### src/rtl/ioctl_sched.sv
// Routes loader downloads to a buffered ROM write port, a mod register and a DIP bank,
// and sequences core reset around ROM loads. Optional rom_sum output: IOCTL_SCHED_ROMSUM_EN.
module ioctl_sched #(
  parameter int unsigned FIFO_DEPTH  = 4,
  parameter int unsigned HOLD_CYCLES = 16
) (
  input  logic        clk_sys,
  input  logic        reset_n,
  input  logic        ioctl_download,
  input  logic [7:0]  ioctl_index,
  input  logic        ioctl_wr,
  input  logic [24:0] ioctl_addr,
  input  logic [7:0]  ioctl_dout,
  output logic        ioctl_wait,
  output logic [15:0] dn_addr,
  output logic [7:0]  dn_data,
  output logic        dn_wr,
  input  logic        dn_ready,
  output logic [7:0]  mod,
  output logic [63:0] sw,
  output logic        core_reset,
  output logic        overflow
`ifdef IOCTL_SCHED_ROMSUM_EN
  ,
  output logic [15:0] rom_sum
`endif
);

  localparam int unsigned AW  = $clog2(FIFO_DEPTH);
  localparam int unsigned HCW = $clog2(HOLD_CYCLES + 1);
  localparam logic [AW:0] FullOcc  = (AW + 1)'(FIFO_DEPTH);
  localparam logic [AW:0] WaitOcc  = (AW + 1)'(FIFO_DEPTH - 1);
  localparam logic [HCW-1:0] HoldLast = HCW'(HOLD_CYCLES - 1);

  typedef enum logic [1:0] {StIdle, StLoad, StDrain, StHold} state_e;

  state_e         state_q, state_d;
  logic [HCW-1:0] hold_cnt_q, hold_cnt_d;
  logic           core_reset_q;

  logic [23:0]    mem_q [FIFO_DEPTH];
  logic [AW-1:0]  wptr_q, rptr_q;
  logic [AW:0]    fcnt_q, fcnt_d;
  logic           out_valid_q, out_valid_d;
  logic [15:0]    out_addr_q, out_addr_d;
  logic [7:0]     out_data_q, out_data_d;
  logic           wait_q, wait_d;
  logic           overflow_q, overflow_d;
  logic           dl_q;
  logic [7:0]     mod_q, mod_d;
  logic [63:0]    sw_q, sw_d;

  logic rom_sel, push_req, xfer, reg_free, fifo_empty, full;
  logic accept, drop, bypass, pop, fifo_wr, dl_rise_rom;
  logic [AW:0] occ_q, occ_d;

  assign rom_sel     = (ioctl_index == 8'd0);
  assign push_req    = ioctl_wr & rom_sel & (ioctl_addr[24:16] == 9'd0);
  assign xfer        = out_valid_q & dn_ready;
  assign reg_free    = ~out_valid_q | xfer;
  assign fifo_empty  = (fcnt_q == '0);
  // Occupancy counts the output register, so FIFO_DEPTH writes in total can be outstanding.
  assign occ_q       = fcnt_q + {{AW{1'b0}}, out_valid_q};
  assign full        = (occ_q == FullOcc);
  assign accept      = push_req & (~full | xfer);
  assign drop        = push_req & ~accept;
  assign bypass      = accept & reg_free & fifo_empty;
  assign pop         = reg_free & ~fifo_empty;
  assign fifo_wr     = accept & ~bypass;
  assign dl_rise_rom = ioctl_download & ~dl_q & rom_sel;

  always_comb begin
    out_valid_d = out_valid_q;
    out_addr_d  = out_addr_q;
    out_data_d  = out_data_q;
    fcnt_d      = fcnt_q;
    if (pop) begin
      out_valid_d = 1'b1;
      out_addr_d  = mem_q[rptr_q][23:8];
      out_data_d  = mem_q[rptr_q][7:0];
    end else if (bypass) begin
      out_valid_d = 1'b1;
      out_addr_d  = ioctl_addr[15:0];
      out_data_d  = ioctl_dout;
    end else if (xfer) begin
      out_valid_d = 1'b0;
    end
    unique case ({fifo_wr, pop})
      2'b10:   fcnt_d = fcnt_q + 1'b1;
      2'b01:   fcnt_d = fcnt_q - 1'b1;
      default: fcnt_d = fcnt_q;
    endcase
    occ_d      = fcnt_d + {{AW{1'b0}}, out_valid_d};
    wait_d     = (occ_d >= WaitOcc);
    overflow_d = overflow_q;
    if (drop) begin
      overflow_d = 1'b1;
    end else if (dl_rise_rom) begin
      overflow_d = 1'b0;
    end
  end

  always_comb begin
    mod_d = mod_q;
    sw_d  = sw_q;
    if (ioctl_wr && ioctl_index == 8'd1) begin
      mod_d = ioctl_dout;
    end
    if (ioctl_wr && ioctl_index == 8'd254 && ioctl_addr[24:3] == 22'd0) begin
      sw_d[{ioctl_addr[2:0], 3'b000} +: 8] = ioctl_dout;
    end
  end

  always_comb begin
    state_d    = state_q;
    hold_cnt_d = hold_cnt_q;
    unique case (state_q)
      StIdle: begin
        if (ioctl_download && rom_sel) state_d = StLoad;
      end
      StLoad: begin
        if (!ioctl_download) state_d = StDrain;
      end
      StDrain: begin
        if (fifo_empty && !out_valid_q) begin
          state_d    = StHold;
          hold_cnt_d = '0;
        end
      end
      StHold: begin
        if (ioctl_download && rom_sel) begin
          state_d = StLoad;
        end else if (hold_cnt_q == HoldLast) begin
          state_d = StIdle;
        end else begin
          hold_cnt_d = hold_cnt_q + 1'b1;
        end
      end
      default: state_d = StHold;
    endcase
  end

  always_ff @(posedge clk_sys or negedge reset_n) begin
    if (!reset_n) begin
      wptr_q       <= '0;
      rptr_q       <= '0;
      fcnt_q       <= '0;
      out_valid_q  <= 1'b0;
      out_addr_q   <= '0;
      out_data_q   <= '0;
      wait_q       <= 1'b0;
      overflow_q   <= 1'b0;
      dl_q         <= 1'b0;
      mod_q        <= '0;
      sw_q         <= '1;
      state_q      <= StHold;
      hold_cnt_q   <= '0;
      core_reset_q <= 1'b1;
    end else begin
      if (fifo_wr) wptr_q <= wptr_q + 1'b1;
      if (pop)     rptr_q <= rptr_q + 1'b1;
      fcnt_q       <= fcnt_d;
      out_valid_q  <= out_valid_d;
      out_addr_q   <= out_addr_d;
      out_data_q   <= out_data_d;
      wait_q       <= wait_d;
      overflow_q   <= overflow_d;
      dl_q         <= ioctl_download;
      mod_q        <= mod_d;
      sw_q         <= sw_d;
      state_q      <= state_d;
      hold_cnt_q   <= hold_cnt_d;
      core_reset_q <= (state_d != StIdle);
    end
  end

  // Storage needs no reset: pointers and count define validity.
  always_ff @(posedge clk_sys) begin
    if (fifo_wr) mem_q[wptr_q] <= {ioctl_addr[15:0], ioctl_dout};
  end

`ifdef IOCTL_SCHED_ROMSUM_EN
  logic [15:0] sum_q, sum_d;

  always_comb begin
    sum_d = (state_d == StLoad && state_q != StLoad) ? 16'h0000 : sum_q;
    if (xfer && state_q != StIdle) sum_d = sum_d + {8'h00, out_data_q};
  end

  always_ff @(posedge clk_sys or negedge reset_n) begin
    if (!reset_n) sum_q <= '0;
    else          sum_q <= sum_d;
  end

  assign rom_sum = sum_q;
`endif

  assign ioctl_wait = wait_q;
  assign dn_wr      = out_valid_q;
  assign dn_addr    = out_addr_q;
  assign dn_data    = out_data_q;
  assign mod        = mod_q;
  assign sw         = sw_q;
  assign core_reset = core_reset_q;
  assign overflow   = overflow_q;

endmodule

### config.mk
export PLATFORM = sky130hd
export DESIGN_NAME = ioctl_sched
export DESIGN_NICKNAME = d
export VERILOG_FILES = /design/src/rtl/ioctl_sched.sv
export SDC_FILE = /design/constraint.sdc
export NUM_CORES = 1
export LEC_CHECK = 0
export ABC_AREA = 1
export CELL_PAD_IN_SITES_DETAIL_PLACEMENT = 0
export CELL_PAD_IN_SITES_GLOBAL_PLACEMENT = 1
export CORE_MARGIN = 2
export CORE_UTILIZATION = 35
export CTS_CLUSTER_DIAMETER = 80
export CTS_CLUSTER_SIZE = 30
export DETAILED_ROUTE_END_ITERATION = 8
export HOLD_SLACK_MARGIN = 0.05
export PLACE_DENSITY_LB_ADDON = 0.25
export SETUP_SLACK_MARGIN = 0.2
export SYNTH_ARGS = -nofsm -noshare
export SYNTH_HDL_FRONTEND = slang
export SYNTH_SLANG_ARGS = --single-unit
### constraint.sdc
create_clock -name clk_sys -period 2.5 [get_ports clk_sys]
set_input_delay 0.375 -clock clk_sys [delete_from_list [all_inputs] [get_ports clk_sys]]
set_output_delay 0.375 -clock clk_sys [all_outputs]
set_load 0.03 [all_outputs]
# [Word level (Yosys, flattened, before mapping)]
# Memory sizes are Yosys's and may differ from the RTL's.
# Index checks and enable logic that the tools add are counted.
[word_totals] n_memories=1 ram_bits=96 regBits=115 out_inout_bits=100 latchBits=0 romBits=0 elab_cells=96
[mem_list] name="mem_q" depth=4 word_bits=24 rd=1 rd_ports_with_merged_regs=0 write_ports=1 line_no="41" rtl="logic [23:0] mem_q [FIFO_DEPTH];"
[classes] order_cmp=1 addsub=8 n_mul=0 shifts=2 n_eq_ne=12 n_div=0 mux=23 reduce_logical=16 bitwise_logic=19
[ops] operator="bitwise mux 64 bit" n=1
[ops] operator="variable shift 8 x 8 -> 64 bit (first input constant)" n=1
[ops] operator="indexed part select 8 x 8 -> 64 bit" n=1
[ops] operator="2-to-1 mux 16 bit" n=2
[ops] operator="zero test 22 bit" n=1
[ops] operator="2-to-1 mux 8 bit" n=2
[ops] operator="2-to-1 mux 5 bit" n=3
[ops] operator="bitwise AND 1 bit" n=11
[ops] operator="2-to-1 mux 2 bit" n=5
[ops] operator="one-hot mux 5 bit (2 select lines)" n=1
[ops] operator="zero test 9 bit" n=1
[ops] operator="== test 8 x 1 -> 1 bit (second input constant)" n=1
[ops] operator="== test 8 bit (second input constant)" n=1
[ops] operator="zero test 8 bit" n=1
[ops] operator="negator 6 -> 8 bit" n=1
[ops] operator="one-hot mux 2 bit (4 select lines)" n=1
[ops] operator="nonzero test 2 bit" n=4
[ops] operator="2-to-1 mux 1 bit" n=7
[ops] operator="adder 3 x 1 -> 3 bit" n=2
[ops] operator="== test 2 bit (second input constant)" n=3
[ops] operator="inequality test 2 bit (second input constant)" n=3
[ops] operator="NOT 1 bit" n=6
[ops] operator="one-hot mux 3 bit (2 select lines)" n=1
[ops] operator="adder 5 x 1 -> 5 bit (second input constant)" n=1
[ops] operator="other kinds (13)" n=20

# [Depth between registers and ports, before layout]
[logic_depth] depth_word=13 ltp_mapped=15

# [Worst setup path before layout]
# Ideal clock, no wire load.
[synth_path] path_kind="flip-flop to flip-flop" start="register out_valid_q, in the netlist dn_wr" end="memory mem_q[0][0] (enable)" required_ps=2095 arrival_time_ps=2452 setup_slack_ps=-357 path_buffers=0 stages_incl_launch_ff=9 cell_sequence="dfrtp_1 -> ha_1 -> ha_1 -> nor2_1 -> nand2_1 -> inv_1 -> nand2_1 -> nand3_2 -> nor2_1"
[synth_between] elab_chain_len=11 elab_cells_between_ends=14
[synth_lines] element="start, declared" line_no="44" rtl="logic out_valid_q, out_valid_d;"
[synth_lines] element="start signal, assigned" line_no="163" rtl="out_valid_q <= out_valid_d;"
[synth_lines] element="adder 3 x 1 -> 3 bit" line_no="63" rtl="assign occ_q = fcnt_q + {{AW{1'b0}}, out_valid_q};"
[synth_lines] element="== test 3 bit" line_no="64" rtl="assign full = (occ_q == FullOcc);"
[synth_lines] element="NOT 1 bit" line_no="65" rtl="assign accept = push_req & (~full | xfer);"
[synth_lines] element="OR 1 bit" line_no="65"
[synth_lines] element="bitwise AND 1 bit" line_no="65"
[synth_lines] element="bitwise AND 1 bit (2 in series)" line_no="67" rtl="assign bypass = accept & reg_free & fifo_empty;"
[synth_lines] element="NOT 1 bit" line_no="69" rtl="assign fifo_wr = accept & ~bypass;"
[synth_lines] element="bitwise AND 1 bit *" line_no="69"
[synth_lines] element="2-to-1 mux 1 bit *" line_no="179" rtl="if (fifo_wr) mem_q[wptr_q] <= {ioctl_addr[15:0], ioctl_dout};"
[synth_lines] element="2-to-1 mux 1 bit (not written as such) *" line_no="179"
[synth_lines] element="end, declared" line_no="41"
# Every way passes the cells marked *; elsewhere a longest branch is shown, timed or not.

# [Final worst setup path]
[layout_path] start="register out_valid_q, in the netlist dn_wr" end="register wait_q, in the netlist ioctl_wait"
[layout_between] elab_chain_len=13 elab_cells_between_ends=21
[layout_lines] element="adder 3 x 1 -> 3 bit" line_no="63"
[layout_lines] element="== test 3 bit" line_no="64"
[layout_lines] element="NOT 1 bit" line_no="65"
[layout_lines] element="OR 1 bit" line_no="65"
[layout_lines] element="bitwise AND 1 bit" line_no="65"
[layout_lines] element="bitwise AND 1 bit (2 in series)" line_no="67"
[layout_lines] element="NOT 1 bit" line_no="69"
[layout_lines] element="bitwise AND 1 bit" line_no="69"
[layout_lines] element="== test 2 x 1 -> 1 bit / == test 2 bit (equally long branches)" line_no="88" rtl="unique case ({fifo_wr, pop})"
[layout_lines] element="one-hot mux 3 bit (2 select lines) *" line_no="88"
[layout_lines] element="via fcnt_d[1]" line_no="43" rtl="logic [AW:0] fcnt_q, fcnt_d;"
[layout_lines] element="adder 3 x 1 -> 3 bit *" line_no="93" rtl="occ_d = fcnt_d + {{AW{1'b0}}, out_valid_d};"
[layout_lines] element=">= comparator 3 x 2 -> 1 bit *" line_no="94" rtl="wait_d = (occ_d >= WaitOcc);"
[layout_lines] element="via wait_d" line_no="47" rtl="logic wait_q, wait_d;"
[layout_lines] element="end signal, assigned" line_no="166" rtl="wait_q <= wait_d;"
[layout_lines] element="end, declared" line_no="47"
# The timed path passes the listed nets; every way through them passes the cells marked *.
# A chain may end at the register's enable or synchronous reset.

==> impl_metrics.json <==
{
  "hold_path.class": "input pin to asynchronous set/reset pin",
  "drive_above_1_share": 0.190,
  "peakVddDrop_mv": 0.437,
  "synth_warnings": 0,
  "die_h_um": 173,
  "ys_ff_latch": 211,
  "clk_pin_slew_ns": 0.10,
  "dieArea_mm2": 0.0299,
  "max_stage_delay_ns": 0.51,
  "fmax_mhz": 419,
  "clock_latency_ns": 0.50,
  "r2r_cells": 14,
  "dr.pass1.iters": 5,
  "crit_fanout": 2,
  "fin_nets": 1300,
  "nFillCells": 2721,
  "initial_core_util": 0.358,
  "worstReg2RegStart": "dn_wr",
  "netlist_instances": 1048,
  "highest_layer": "met5",
  "setup_slack_ns": 0.115,
  "cts_tree": "yes",
  "dpl_cell_area_mm2": 0.0123,
  "status": "complete, no violations",
  "wl_met1_mm": 13.0,
  "area_delta_synth_final_pct": 29.3,
  "critPathLaunchType": "flip-flop",
  "rsz0062_at_grt": "true",
  "dr_wl_met3_mm": 1.49,
  "hold_violations": 0,
  "cts-root-buf": "clkbuf_16",
  "tightest_slew_ns": 0.556,
  "fin_crit_ns": 2.39,
  "htreeDepth": 1,
  "p_leak_nw": 5.43,
  "netlist_area_mm2": 0.0100,
  "yosysUniqueCellTypes": 41,
  "placementRows": 61,
  "dr_wl_met2_mm": 13.0,
  "crit_chain": "ha_4, ha_4, nor2_2, nand2_1, inv_1, nand2_2, nand3_4, ha_4, fa_2, nand2_1, nand2_2, ha_4, xnor2_1, nand2_1",
  "maxSlewHeadroom": 0.630,
  "arrival_ns": 2.75,
  "grt_max_degree": 57,
  "num_io_pins": 146,
  "cts.sinks": 211,
  "drt_iter0_drc": 468,
  "worstPathRequired_ns": 2.87,
  "vias": 7862,
  "gr-total-overflow": 0,
  "clk_path_buf_depth": 3,
  "wl_per_cell_um": 17.2,
  "dp_slack_ns": -0.400,
  "diodes": 0,
  "synth_area_per_cell_um2": 9.54,
  "end_kind": "flip-flop",
  "die_x_um": 173,
  "grt_pass1_wl_mm": 44.2,
  "gp_congestion": 0.807,
  "max-cap-violations": 0,
  "avgViaCountPerCell": 4.83,
  "route.detailed.drc": 0,
  "cts_buffers": 15,
  "path_class": "flip-flop to flip-flop",
  "finClkSkew_ns": 0.0322,
  "dp_hpwl_mm": 19.0,
  "grt_pass1_vias": 7755,
  "setup_viol": 0,
  "routed_wl_mm": 28.0,
  "power_density_mw_per_mm2": 831,
  "fin_crit_sh": 0.954,
  "synthesis.nets": 1108,
  "cpMostUsedCell": "ha_4",
  "grt_usage": 0.187,
  "power_mw": 10.7,
  "rrSetupSlack_ns": 0.11,
  "core_mm2": 0.0279,
  "cp_slowest_cell": "fa_2",
  "slew_violations": 0,
  "drtAntennaViolNets": 0,
  "final_area_mm2": 0.0129,
  "io_buffers": 145,
  "antenna_found_initial": 1,
  "ys_seq_area_frac": 0.585,
  "reg2reg_to": "ioctl_wait"
}
==> final cells by class <==
| class | count | area, um2 | share of cell area |
|---|---|---|---|
| Clock buffer | 15 | 375 | 0.0290 |
| Clock inverter | 11 | 159 | 0.0123 |
| Inverter | 63 | 239 | 0.0185 |
| Multi-Input combinational cell | 723 | 3660 | 0.283 |
| Sequential cell | 211 | 5850 | 0.452 |
| Tap cell | 378 | 473 | 0.0366 |
| Timing Repair Buffer | 226 | 2180 | 0.168 |
==> power by group <==
part | switching (mW) | leakage, nW | internal [mW]
Combinational | 2.48 | 3.02 | 1.47
Sequential | 0.235 | 2.15 | 3.94
Clock | 1.40 | 0.258 | 1.22
Total | 4.11 | 5.43 | 6.63
==> critical path: cells and delay by family (launching register included) <==
| kind | cells | cell delay, ns |
|---|---|---|
| flops | 1 | 0.43 |
| simple gates | 7 | 0.46 |
| xor+xnor | 1 | 0.11 |
| fa+ha+maj | 5 | 1.23 |
| buf+inv | 1 | 0.04 |
==> cell usage in the layout (no fill, tap or decap), types with 4 or more instances in the layout <==
cell             Yosys  layout
inv_1               61      61
nand2_2             12      14
dfstp_2             67      67
nand2_1            332     330
ha_4                 0       4
nor2_2               8      16
o21ai_0             31      31
clkbuf_16            0      15
nor2_4               5       5
nand3_1            129     129
clkdlybuf4s50_1      0     144
buf_12               2       9
nand3_2              5       4
nand3_4              4       5
edfxtp_1            96      96
nand4_1             63      63
nor2_1              68      60
dfrtp_1             48      47
buf_4                2      71
ha_1                13       9
nor3_1              28      27
nor3_2               3       4
==> state kept, by name (all words and copies together) (netlist names) <==
signal and count:
mem_q 96, sw 64, dn_addr 16, dn_data 8, mod 8, hold_cnt_q 5
fcnt_q 3, rptr_q 2, state_q 2, wptr_q 2, core_reset 1, dl_q 1
dn_wr 1, ioctl_wait 1, overflow 1
==> per-layer routing <==
metal  vias up  GRT usage
met1      3704      0.263
met4         2     0.0448
li1       3894          -
met5         -          0
met2       226      0.308
met3        36     0.0244
==> cell usage after synthesis (all sizes together) <==
| cell type | number | area share |
|---|---|---|
| inv | 62 | 0.024 |
| nand3 | 138 | 0.077 |
| a21oi | 1 | 0.00050 |
| nand4 | 64 | 0.041 |
| nand2b | 1 | 0.00063 |
| o21ai | 33 | 0.017 |
| o31ai | 1 | 0.00075 |
| dfrtp | 48 | 0.12 |
| dfstp | 67 | 0.18 |
| xor2 | 4 | 0.0035 |
| clkbuf | 15 | 0.0056 |
| edfxtp | 96 | 0.29 |
| nand2 | 346 | 0.13 |
| nor4 | 1 | 0.0021 |
| nor3 | 33 | 0.020 |
| o22ai | 1 | 0.00063 |
| nor3b | 1 | 0.00075 |
| clkinv | 1 | 0.00038 |
| buf | 36 | 0.030 |
| fa | 1 | 0.0020 |
| xnor2 | 2 | 0.0018 |
| and2 | 1 | 0.00063 |
| ha | 13 | 0.016 |
| nor2 | 82 | 0.038 |
==> logic make-up (layout without fill, tap and decap cells) <==
group,Yosys count,count (layout),share of synthesized area
compound gates,36,36,0.0184
fa+ha+maj,14,14,0.0183
simple gates,667,667,0.314
xor+xnor,6,6,0.00526
flops,211,211,0.585
buf+inv,114,315,0.0592
==> timing repair <==
item                       in CTS  in global routing
resized for setup               4                  4
hold buffers                    1                  0
hold endpoints to repair       12                  0
setup endpoints to repair       1                  3
pin swaps                       5                  0
buffers inserted                2                  1
==> worst max-delay path by stage <==
| stage | startpoint | endpoint | slack, ns |
|---|---|---|---|
| 2_1_floorplan | dn_wr | ioctl_wait | -0.01 |
| 3_3_place_gp | ioctl_index[5] | ioctl_wait | -0.38 |
| 3_5_place_dp | ioctl_index[5] | ioctl_wait | -0.40 |
| 4_1_cts | dn_wr | ioctl_wait | 0.11 |
| 5_1_grt | dn_wr | ioctl_wait | -0.0008 |
| 6_report | dn_wr | ioctl_wait | 0.11 |
==> metrics by stage <==
stage           util  hold slack (ns)  cells  setup TNS, ns
2_1_floorplan      -           0.0794   1048        -0.0105
3_3_place_gp   0.441            0.327   1597         -0.683
3_5_place_dp   0.441            0.326   1597          -1.49
4_1_cts        0.462            0.334   1626              0
5_1_grt        0.463            0.377   1627      -0.000814
6_report       0.463            0.348   1627              0
No activity file was read; power rests on OpenSTA's default activity.
